$ cat src/rtl/regfile_sequencer_pkg.sv
// Shared definitions for the register-file sequencer.
//   - default bus / select widths
//   - sequencer state encoding
//   - REG_ZERO: the hardwired-zero register index (reads give 0, writes dropped)
//   - eff_num_src(): folds the reserved source count 3 onto 2
package regfile_sequencer_pkg;

  localparam int DEF_WIDTH = 16;
  localparam int DEF_SEL_W = 4;
  localparam int REG_ZERO  = 0;

  typedef enum logic [2:0] {
    ST_IDLE   = 3'd0,
    ST_READ_A = 3'd1,
    ST_READ_B = 3'd2,
    ST_EXEC   = 3'd3,
    ST_WRITE  = 3'd4,
    ST_DONE   = 3'd5
  } state_t;

  function automatic logic [1:0] eff_num_src(input logic [1:0] n);
    return (n == 2'd3) ? 2'd2 : n;
  endfunction

endpackage

$ cat src/rtl/regfile_sequencer.sv
// Register-file control sequencer.
// Accepts one request (up to two source reads, one ALU execute, optional
// write-back) and steps the register file through it one phase per cycle.
// Ports:
//   clk, rst                       clock, synchronous active-high reset
//   start / ready                  request handshake (ready only in IDLE)
//   ra_sel, rb_sel, rd_sel         source A, source B, destination register
//   num_src, wb_en                 source count (0..2, 3 = 2), write-back enable
//   register_select                register index presented to the register file
//   reg_file_out / reg_file_in     register-file read-to-bus / write-from-bus strobes
//   bus_in                         shared bus as seen here
//   bus_out, bus_out_en            result toward the bus and its tristate enable
//   op_a, op_b                     captured operands for the ALU
//   exec_req / result_valid,
//   result_in                      ALU handshake and result
//   done                           one-cycle completion pulse
// All outputs are registered; they are decoded from the next state so they
// line up with the state they belong to.
module regfile_sequencer
  import regfile_sequencer_pkg::*;
#(
  parameter int WIDTH = DEF_WIDTH,
  parameter int SEL_W = DEF_SEL_W
) (
  input  logic             clk,
  input  logic             rst,
  input  logic             start,
  output logic             ready,
  input  logic [SEL_W-1:0] ra_sel,
  input  logic [SEL_W-1:0] rb_sel,
  input  logic [SEL_W-1:0] rd_sel,
  input  logic [1:0]       num_src,
  input  logic             wb_en,
  output logic [SEL_W-1:0] register_select,
  output logic             reg_file_out,
  output logic             reg_file_in,
  input  logic [WIDTH-1:0] bus_in,
  output logic [WIDTH-1:0] bus_out,
  output logic             bus_out_en,
  output logic [WIDTH-1:0] op_a,
  output logic [WIDTH-1:0] op_b,
  output logic             exec_req,
  input  logic             result_valid,
  input  logic [WIDTH-1:0] result_in,
  output logic             done
);

  localparam logic [SEL_W-1:0] SEL_ZERO = SEL_W'(REG_ZERO);

  state_t             state_q, state_d;
  logic [SEL_W-1:0]   ra_q, ra_d, rb_q, rb_d, rd_q, rd_d;
  logic [1:0]         nsrc_q, nsrc_d;
  logic               wb_q, wb_d;
  logic [WIDTH-1:0]   op_a_q, op_a_d, op_b_q, op_b_d, result_q, result_d;

  logic               ready_q, ready_d;
  logic [SEL_W-1:0]   sel_q, sel_d;
  logic               rf_out_q, rf_out_d, rf_in_q, rf_in_d;
  logic               bus_out_en_q, bus_out_en_d;
  logic [WIDTH-1:0]   bus_out_q, bus_out_d;
  logic               exec_req_q, exec_req_d;
  logic               done_q, done_d;

  always_comb begin
    state_d  = state_q;
    ra_d     = ra_q;
    rb_d     = rb_q;
    rd_d     = rd_q;
    nsrc_d   = nsrc_q;
    wb_d     = wb_q;
    op_a_d   = op_a_q;
    op_b_d   = op_b_q;
    result_d = result_q;

    case (state_q)
      ST_IDLE: begin
        if (start) begin
          ra_d   = ra_sel;
          rb_d   = rb_sel;
          rd_d   = rd_sel;
          nsrc_d = eff_num_src(num_src);
          wb_d   = wb_en;
          // Operands that will not be read this request are zeroed now.
          if (nsrc_d == 2'd0) op_a_d = '0;
          if (nsrc_d != 2'd2) op_b_d = '0;
          state_d = (nsrc_d != 2'd0) ? ST_READ_A : ST_EXEC;
        end
      end
      ST_READ_A: begin
        // r0 is never driven onto the bus; its value is defined as zero.
        op_a_d  = (ra_q == SEL_ZERO) ? '0 : bus_in;
        state_d = (nsrc_q == 2'd2) ? ST_READ_B : ST_EXEC;
      end
      ST_READ_B: begin
        op_b_d  = (rb_q == SEL_ZERO) ? '0 : bus_in;
        state_d = ST_EXEC;
      end
      ST_EXEC: begin
        if (result_valid) begin
          result_d = result_in;
          state_d  = wb_q ? ST_WRITE : ST_DONE;
        end
      end
      ST_WRITE: state_d = ST_DONE;
      ST_DONE:  state_d = ST_IDLE;
      default:  state_d = ST_IDLE;
    endcase

    // Output decode from the upcoming state.
    ready_d      = (state_d == ST_IDLE);
    sel_d        = '0;
    rf_out_d     = 1'b0;
    rf_in_d      = 1'b0;
    bus_out_en_d = 1'b0;
    bus_out_d    = '0;
    exec_req_d   = (state_d == ST_EXEC);
    done_d       = (state_d == ST_DONE);
    case (state_d)
      ST_READ_A: begin
        sel_d    = ra_d;
        rf_out_d = (ra_d != SEL_ZERO);
      end
      ST_READ_B: begin
        sel_d    = rb_d;
        rf_out_d = (rb_d != SEL_ZERO);
      end
      ST_WRITE: begin
        sel_d        = rd_d;
        bus_out_en_d = 1'b1;
        bus_out_d    = result_d;
        rf_in_d      = (rd_d != SEL_ZERO);
      end
      default: ;
    endcase
  end

  always_ff @(posedge clk) begin
    if (rst) begin
      state_q      <= ST_IDLE;
      ra_q         <= '0;
      rb_q         <= '0;
      rd_q         <= '0;
      nsrc_q       <= '0;
      wb_q         <= 1'b0;
      op_a_q       <= '0;
      op_b_q       <= '0;
      result_q     <= '0;
      ready_q      <= 1'b1;
      sel_q        <= '0;
      rf_out_q     <= 1'b0;
      rf_in_q      <= 1'b0;
      bus_out_en_q <= 1'b0;
      bus_out_q    <= '0;
      exec_req_q   <= 1'b0;
      done_q       <= 1'b0;
    end else begin
      state_q      <= state_d;
      ra_q         <= ra_d;
      rb_q         <= rb_d;
      rd_q         <= rd_d;
      nsrc_q       <= nsrc_d;
      wb_q         <= wb_d;
      op_a_q       <= op_a_d;
      op_b_q       <= op_b_d;
      result_q     <= result_d;
      ready_q      <= ready_d;
      sel_q        <= sel_d;
      rf_out_q     <= rf_out_d;
      rf_in_q      <= rf_in_d;
      bus_out_en_q <= bus_out_en_d;
      bus_out_q    <= bus_out_d;
      exec_req_q   <= exec_req_d;
      done_q       <= done_d;
    end
  end

  assign ready           = ready_q;
  assign register_select = sel_q;
  assign reg_file_out    = rf_out_q;
  // The write strobe is masked by rst so a reset landing in WRITE never
  // commits the register-file write at that same edge.
  assign reg_file_in     = rf_in_q & ~rst;
  assign bus_out_en      = bus_out_en_q;
  assign bus_out         = bus_out_q;
  assign op_a            = op_a_q;
  assign op_b            = op_b_q;
  assign exec_req        = exec_req_q;
  assign done            = done_q;

endmodule

$ cat config.mk
export PLATFORM = sky130hd
export DESIGN_NAME = regfile_sequencer
export DESIGN_NICKNAME = d
export VERILOG_FILES = /design/src/rtl/regfile_sequencer_pkg.sv /design/src/rtl/regfile_sequencer.sv
export SDC_FILE = /design/constraint.sdc
export NUM_CORES = 1
export LEC_CHECK = 0
export CAP_MARGIN = 20
export CORE_UTILIZATION = 44
export DETAILED_ROUTE_END_ITERATION = 8
export DONT_BUFFER_PORTS = 1
export HOLD_SLACK_MARGIN = 0.05
export SYNTH_ARGS = -nofsm -noshare
export SYNTH_HDL_FRONTEND = slang
export SYNTH_SLANG_ARGS = --single-unit
$ cat constraint.sdc
create_clock -name clk -period 2.7 [get_ports clk]
set_input_delay 0.54 -clock clk [delete_from_list [all_inputs] [get_ports clk]]
set_output_delay 0.54 -clock clk [all_outputs]
set_load 0.005 [all_outputs]
# --- Yosys cells after proc, flatten, opt, wreduce, memory -nomap -nowiden ---
# Cells that the tools add are included.
word_totals:
  wordCells: 76
  input_bits: 51
  regBits: 92
op_classes:
  n_bitwise: 3
  mux: 26
  eq_ne: 15
  n_reduce_logical: 15
ops:
  columns: ["op", "n"]
  rows:
  - ["2-to-1 mux 16 bit", 8]
  - ["one-hot mux 16 bit (2 select lines)", 2]
  - ["2-to-1 mux 4 bit", 6]
  - ["one-hot mux 3 bit (5 select lines)", 1]
  - ["equality test 3 x 2 -> 1 bit, second input constant", 4]
  - ["one-hot mux 4 bit (3 select lines)", 1]
  - ["nonzero test 4 bit", 3]
  - ["equality test 3 bit, second input constant", 3]
  - ["logical NOT 4 bit", 2]
  - ["inequality test 2 bit, second input constant", 4]
  - ["equality test 3 x 1 -> 1 bit, second input constant", 2]
  - ["logical NOT 3 bit", 2]
  - ["2-to-1 mux 3 bit", 2]
  - ["AND reduction 3 bit", 2]
  - ["nonzero test 2 bit", 3]
  - ["equality test 2 bit, second input constant", 2]
  - ["2-to-1 mux 2 bit", 2]
  - ["2-to-1 mux 1 bit", 3]
  - ["logical NOT 2 bit", 1]
  - ["inverter 1 bit", 2]
  - ["one-hot mux 1 bit (2 select lines)", 1]
  - ["AND reduction 2 bit", 1]
  - ["OR reduction 2 bit", 1]
  - ["AND 1 bit", 1]

# --- Depth between registers and ports, before layout ---
depth:
  word_depth: 9
  depth_mapped: 7

# --- Least setup slack after synthesis ---
# OpenSTA, ideal clock, no wires.
synth_timing:
  path_type: "input port to flip-flop"
  startpoint: "input port result_valid"
  endpoint: "register sel_q[0], in the netlist register_select[0]"
  required_ns: 2.605
  cell_stages: 5
  arrival_time_ns: 1.874
  path_slack_ns: 0.731
  setup_ns: 0.095
  path_cell_list: "and4_1 or4_1 buf_4 mux2i_4 a221oi_1"
synth_via:
  elab_chain_cells: 4
  elab_cells_between_ends: 6
synth_lines:
  columns: ["item", "line", "rtl"]
  rows:
  - ["start: declaration", "regfile_sequencer.sv:43", "input logic result_valid,"]
  - ["2-to-1 mux 3 bit (*)", "regfile_sequencer.sv:99", "if (result_valid) begin"]
  - ["one-hot mux 3 bit (5 select lines) (*)", "regfile_sequencer.sv:75", "case (state_q)"]
  - ["equality test 3 bit (tied with other cells)", "regfile_sequencer.sv:118", "case (state_d)"]
  - ["one-hot mux 4 bit (3 select lines) (*)", "regfile_sequencer.sv:118", null]
  - ["end signal: assignment", "regfile_sequencer.sv:167", "sel_q <= sel_d;"]
  - ["end: declaration", "regfile_sequencer.sv:57", "logic [SEL_W-1:0] sel_q, sel_d;"]
# Every way passes the cells marked *; elsewhere a longest branch is shown, timed or not.
# A chain may end at the register's enable or synchronous reset.

# --- Worst setup path after layout ---
layout_timing:
  startpoint: "register state_q[1]"
  endpoint: "register sel_q[0], in the netlist register_select[0]"
layout_via:
  elab_chain_cells: 4
  elab_cells_between_ends: 15
layout_lines:
  columns: ["item", "line", "rtl"]
  rows:
  - ["start: declaration", "regfile_sequencer.sv:50", "state_t state_q, state_d;"]
  - ["start signal: assignment", "regfile_sequencer.sv:157", "state_q <= state_d;"]
  - ["equality test 3 bit (tied with other cells)", "regfile_sequencer.sv:75", null]
  - ["one-hot mux 3 bit (5 select lines)", "regfile_sequencer.sv:75", null]
  - ["equality test 3 bit (tied with other cells)", "regfile_sequencer.sv:118", null]
  - ["one-hot mux 4 bit (3 select lines) (*)", "regfile_sequencer.sv:118", null]
# Marks and branches as above.

==> summary.md <==
| Metric | Value |
|---|---|
| Leak | `1.27 nW` |
| Hold Path Stages | `1` |
| First-pass GRT wire length | `between 10,000 and 15,000 microns` |
| Syn nets | `~390` |
| Die H | `between 80 and 90 microns` |
| CTS hold repair buffers | `0` |
| PnR Total Power | `2.64 mW` |
| Finish-stage setup viols | `0` |
| Post-CTS Setup Inserts | `0` |
| Multi-input gate area | `around 1400 sq um` |
| Wire per inst | `about 16 microns` |
| Sw frac | `between 20 and 30%` |
| Post-route minimum period | `approximately 2.3 ns` |
| Critical-path top delay cell | `or4_1` |
| Reg-to-reg startpoint | `state_q[1]` |
| Syn Inst Count | `~340` |
| Post-CTS sizing | `0` |
| Cts bufs inserted | `9` |
| Syn Area/Cell | `just under 10 sq um` |
| Share of cells above drive strength 1 | `a little under a tenth` |
| I/O Pins | `about 110` |
| Worst vdd ir | `between 200 and 300 uV` |
| Data required time of the worst path | `approximately 3 ns` |
| WP buf/inv | `0` |
| CTS Sinks | `a little over 90` |
| Warnings from Yosys | `0` |
| GR Overflow Total | `0` |
| Detail Placement HPWL | `between 4000 and 5000 microns` |
| Hold Slack | `0.258 ns` |
| Tcrit/Tclk final | `between 80% and 90%` |
| Reg2reg setup slack | `0.42 ns` |
| Hold EP | `result_q[7]` |
| Yosys cell types | `40` |
| Ant diodes | `0` |
| Crit-path leading delay family | `simple AND/OR/NAND/NOR gates` |
| IO Port Bufs | `0` |
| Gpl congestion | `roughly 0.74` |
| Initial antenna violation count | `0` |
| Final ANT Viol Nets | `0` |
| Count of final hold-check violations | `0` |
| Hold Crit Start | `rst` |
| Post-Place Setup Slack | `about 0.43 ns` |
| Proportion of power drawn by the clock network | `35.2%` |
| Syn-to-layout area delta | `6.97%` |
| PD cells | `around 740 nW/um^2` |
| Max_slew headroom | `52.0%` |
| Die footprint | `roughly 7900 sq um` |
| Total number of vias | `around 2,400` |
| RSZ-0062 raised after global routing | `no` |
| 1st-iter DRT viols | `about 170` |
| Outcome | `finished, final reports clean` |
| Critical-path maximum fanout | `15` |
| CTS tree | `done` |
| Maxcap violations | `0` |
| HP Class | `in -> reg` |
| Tightest Pin Transition | `about 0.72 ns` |
| Residual DRC count | `0` |
| Worst path cell trace | `and4bb_1 -> or4_1 -> mux2i_4 -> a221oi_1` |
| CTS H-tree depth | `3` |
| Vias in the first global route | `about 2,200` |
| Total global-route track usage | `~18%` |
| DRT Wirelength | `about 7000 microns` |
| PnR worst setup slack | `~0.42 ns` |
| Crit path depth | `4` |
| Setup TNS | `0 ns` |
| Worst R2R Path Depth | `4` |
| Top-area cell type share of the netlist area | `55.1%` |
| Clk slew on worst S/H paths | `approximately 0.10 ns` |
| Initial Util | `45.8%` |
| Part of the power in registers | `between 50% and 60%` |
| Syn Std Cell Area | `3340 sq um` |
| Drt pass-1 iters | `4` |
| Internal Pwr Total | `1.97 mW` |
| Final Skew | `roughly 0.015 ns` |
| Achievable frequency | `~440 MHz` |
| Element type at the critical path end | `flip-flop` |
| Clock Latency Late Sink | `~0.35 ns` |
| Fin nets | `378` |
| Max incr delay on CP | `roughly 0.67 ns` |
| Fillers | `~710` |
| Reg-to-Reg End | `register_select[0]` |
| Dpl cells | `around 420` |
| Net Sw Power | `between 600 and 700 uW` |
| Combinational fraction of design power | `approximately a tenth` |
| Avg Vias per Cell | `between 5 and 6` |
| FF+latch count, synth | `92` |
| Finished Layout Cells | `430` |
| Die width | `89.1 microns` |
| Clock buffer depth | `2` |
| Sequential share of the synthesized area | `approximately 55%` |
| Synth area leader | `dfxtp_1` |
| Register area | `around 1800 sq um` |
| CTS root buf | `clkbuf_8` |
| Crit path DAT | `about 2.5 ns` |
| Slew Limit Fails | `0` |
| Top cells by area, synth | `dfxtp_1, a22oi_1, nor2_1` |
| CP startpoint kind | `flip-flop` |
| CP Class | `reg -> reg` |
| Largest net degree at the start of global routing | `77` |
| Rows | `31` |
| Core area | `7290 sq um` |
## cells in the mapped netlist
cell	instances
dfxtp_1	92
nor2_1	42
a22oi_1	32
nand2_1	32
a21oi_1	19
and2_1	17
clkbuf_1	14
nor2b_1	14
buf_2	6
mux2_2	6
mux2_1	5
mux2i_1	5
nand3_1	5
nor4_1	5
a221oi_1	4
a32oi_1	4
and3b_1	3
buf_4	3
nand3b_1	3
nor3_1	2
nor4_2	2
o21ai_1	2
or3_1	2
or4_1	2
a2111oi_0	1
and3_1	1
and4_1	1
and4b_1	1
and4bb_1	1
buf_1	1
buf_6	1
mux2i_4	1
nand2b_1	1
nand4b_1	1
nor3b_1	1
nor4b_4	1
o21a_1	1
o21bai_1	1
o21bai_2	1
o2bb2ai_1	1
## state kept, by name (all words and copies together) (netlist names), 2 cells and up
| name | flops |
|---|---|
| ra_q | 4 |
| state_q | 3 |
| rd_q | 4 |
| result_q | 16 |
| rb_q | 4 |
| op_a | 16 |
| register_select | 4 |
| nsrc_q | 2 |
| op_b | 16 |
| bus_out | 16 |
## power groups by stage
stage / clock, mW / combinational [mW] / sequential, mW
2_1_floorplan: 0 / 0.238 / 1.47
3_3_place_gp: 0 / 0.252 / 1.49
3_5_place_dp: 0 / 0.256 / 1.49
4_1_cts: 0.958 / 0.257 / 1.46
5_1_grt: 1.01 / 0.282 / 1.46
6_report: 0.931 / 0.255 / 1.46
## cell type report
class | count | area share (%)
multi-input cells | 220 | 38.6
well taps | 99 | 3.47
clock buffers | 10 | 3.85
repair buffers | 4 | 0.840
flip-flops and latches | 92 | 51.5
clock inverters | 5 | 1.72
## metrics by stage
step,util [%],area [sq um]
global placement,46.3,3370
detailed placement,46.3,3370
global route,49.0,3570
CTS,49.0,3570
floorplan,-,3340
finish,49.0,3570
## cell usage in the layout, fill, tap and decap left out, types with 2 or more instances in the layout
master,count
a21oi_1,19
a221oi_1,4
a22oi_1,32
a32oi_1,4
and2_1,17
and3b_1,3
buf_4,4
clkbuf_8,10
clkinvlp_4,3
dfxtp_1,92
mux2_1,5
mux2_2,6
mux2i_1,5
nand2_1,32
nand3_1,5
nand3b_1,3
nor2_1,42
nor2b_1,14
nor3_1,2
nor4_1,5
nor4_2,2
o21ai_1,2
or3_1,2
or4_1,2
## routing by layer
metal  up-vias  GRT usage, %  part of all wire [%]  wire length (microns)
met1      1101          23.5                    45                   3210
li1       1155             -                     -                      -
met2        98          26.4                    44                   3100
met4         0          7.79                  0.88                     62
met5         -             0                     0                      0
met3         6          6.93                   9.9                    703
## worst max path at each step
stage	startpoint	endpoint
5_1_grt	state_q[1]	register_select[1]
6_report	state_q[1]	register_select[0]
4_1_cts	state_q[1]	register_select[0]
3_3_place_gp	state_q[1]	register_select[3]
3_5_place_dp	state_q[1]	register_select[0]
2_1_floorplan	result_valid	register_select[0]
## worst reg2reg max path: stages, from the launching register on
cell and delay [ns]:
dfxtp_1 0.62, and4bb_1 0.29, or4_1 0.67, mux2i_4 0.28
a221oi_1 0.32
## cells by family after synthesis
logic type      share of synthesized area, %
compound gates                          13.7
mux                                     5.88
buf+inv                                 3.60
simple gates                            21.6
flops                                   55.1
Note: power is estimated with default switching activity, not from simulation.
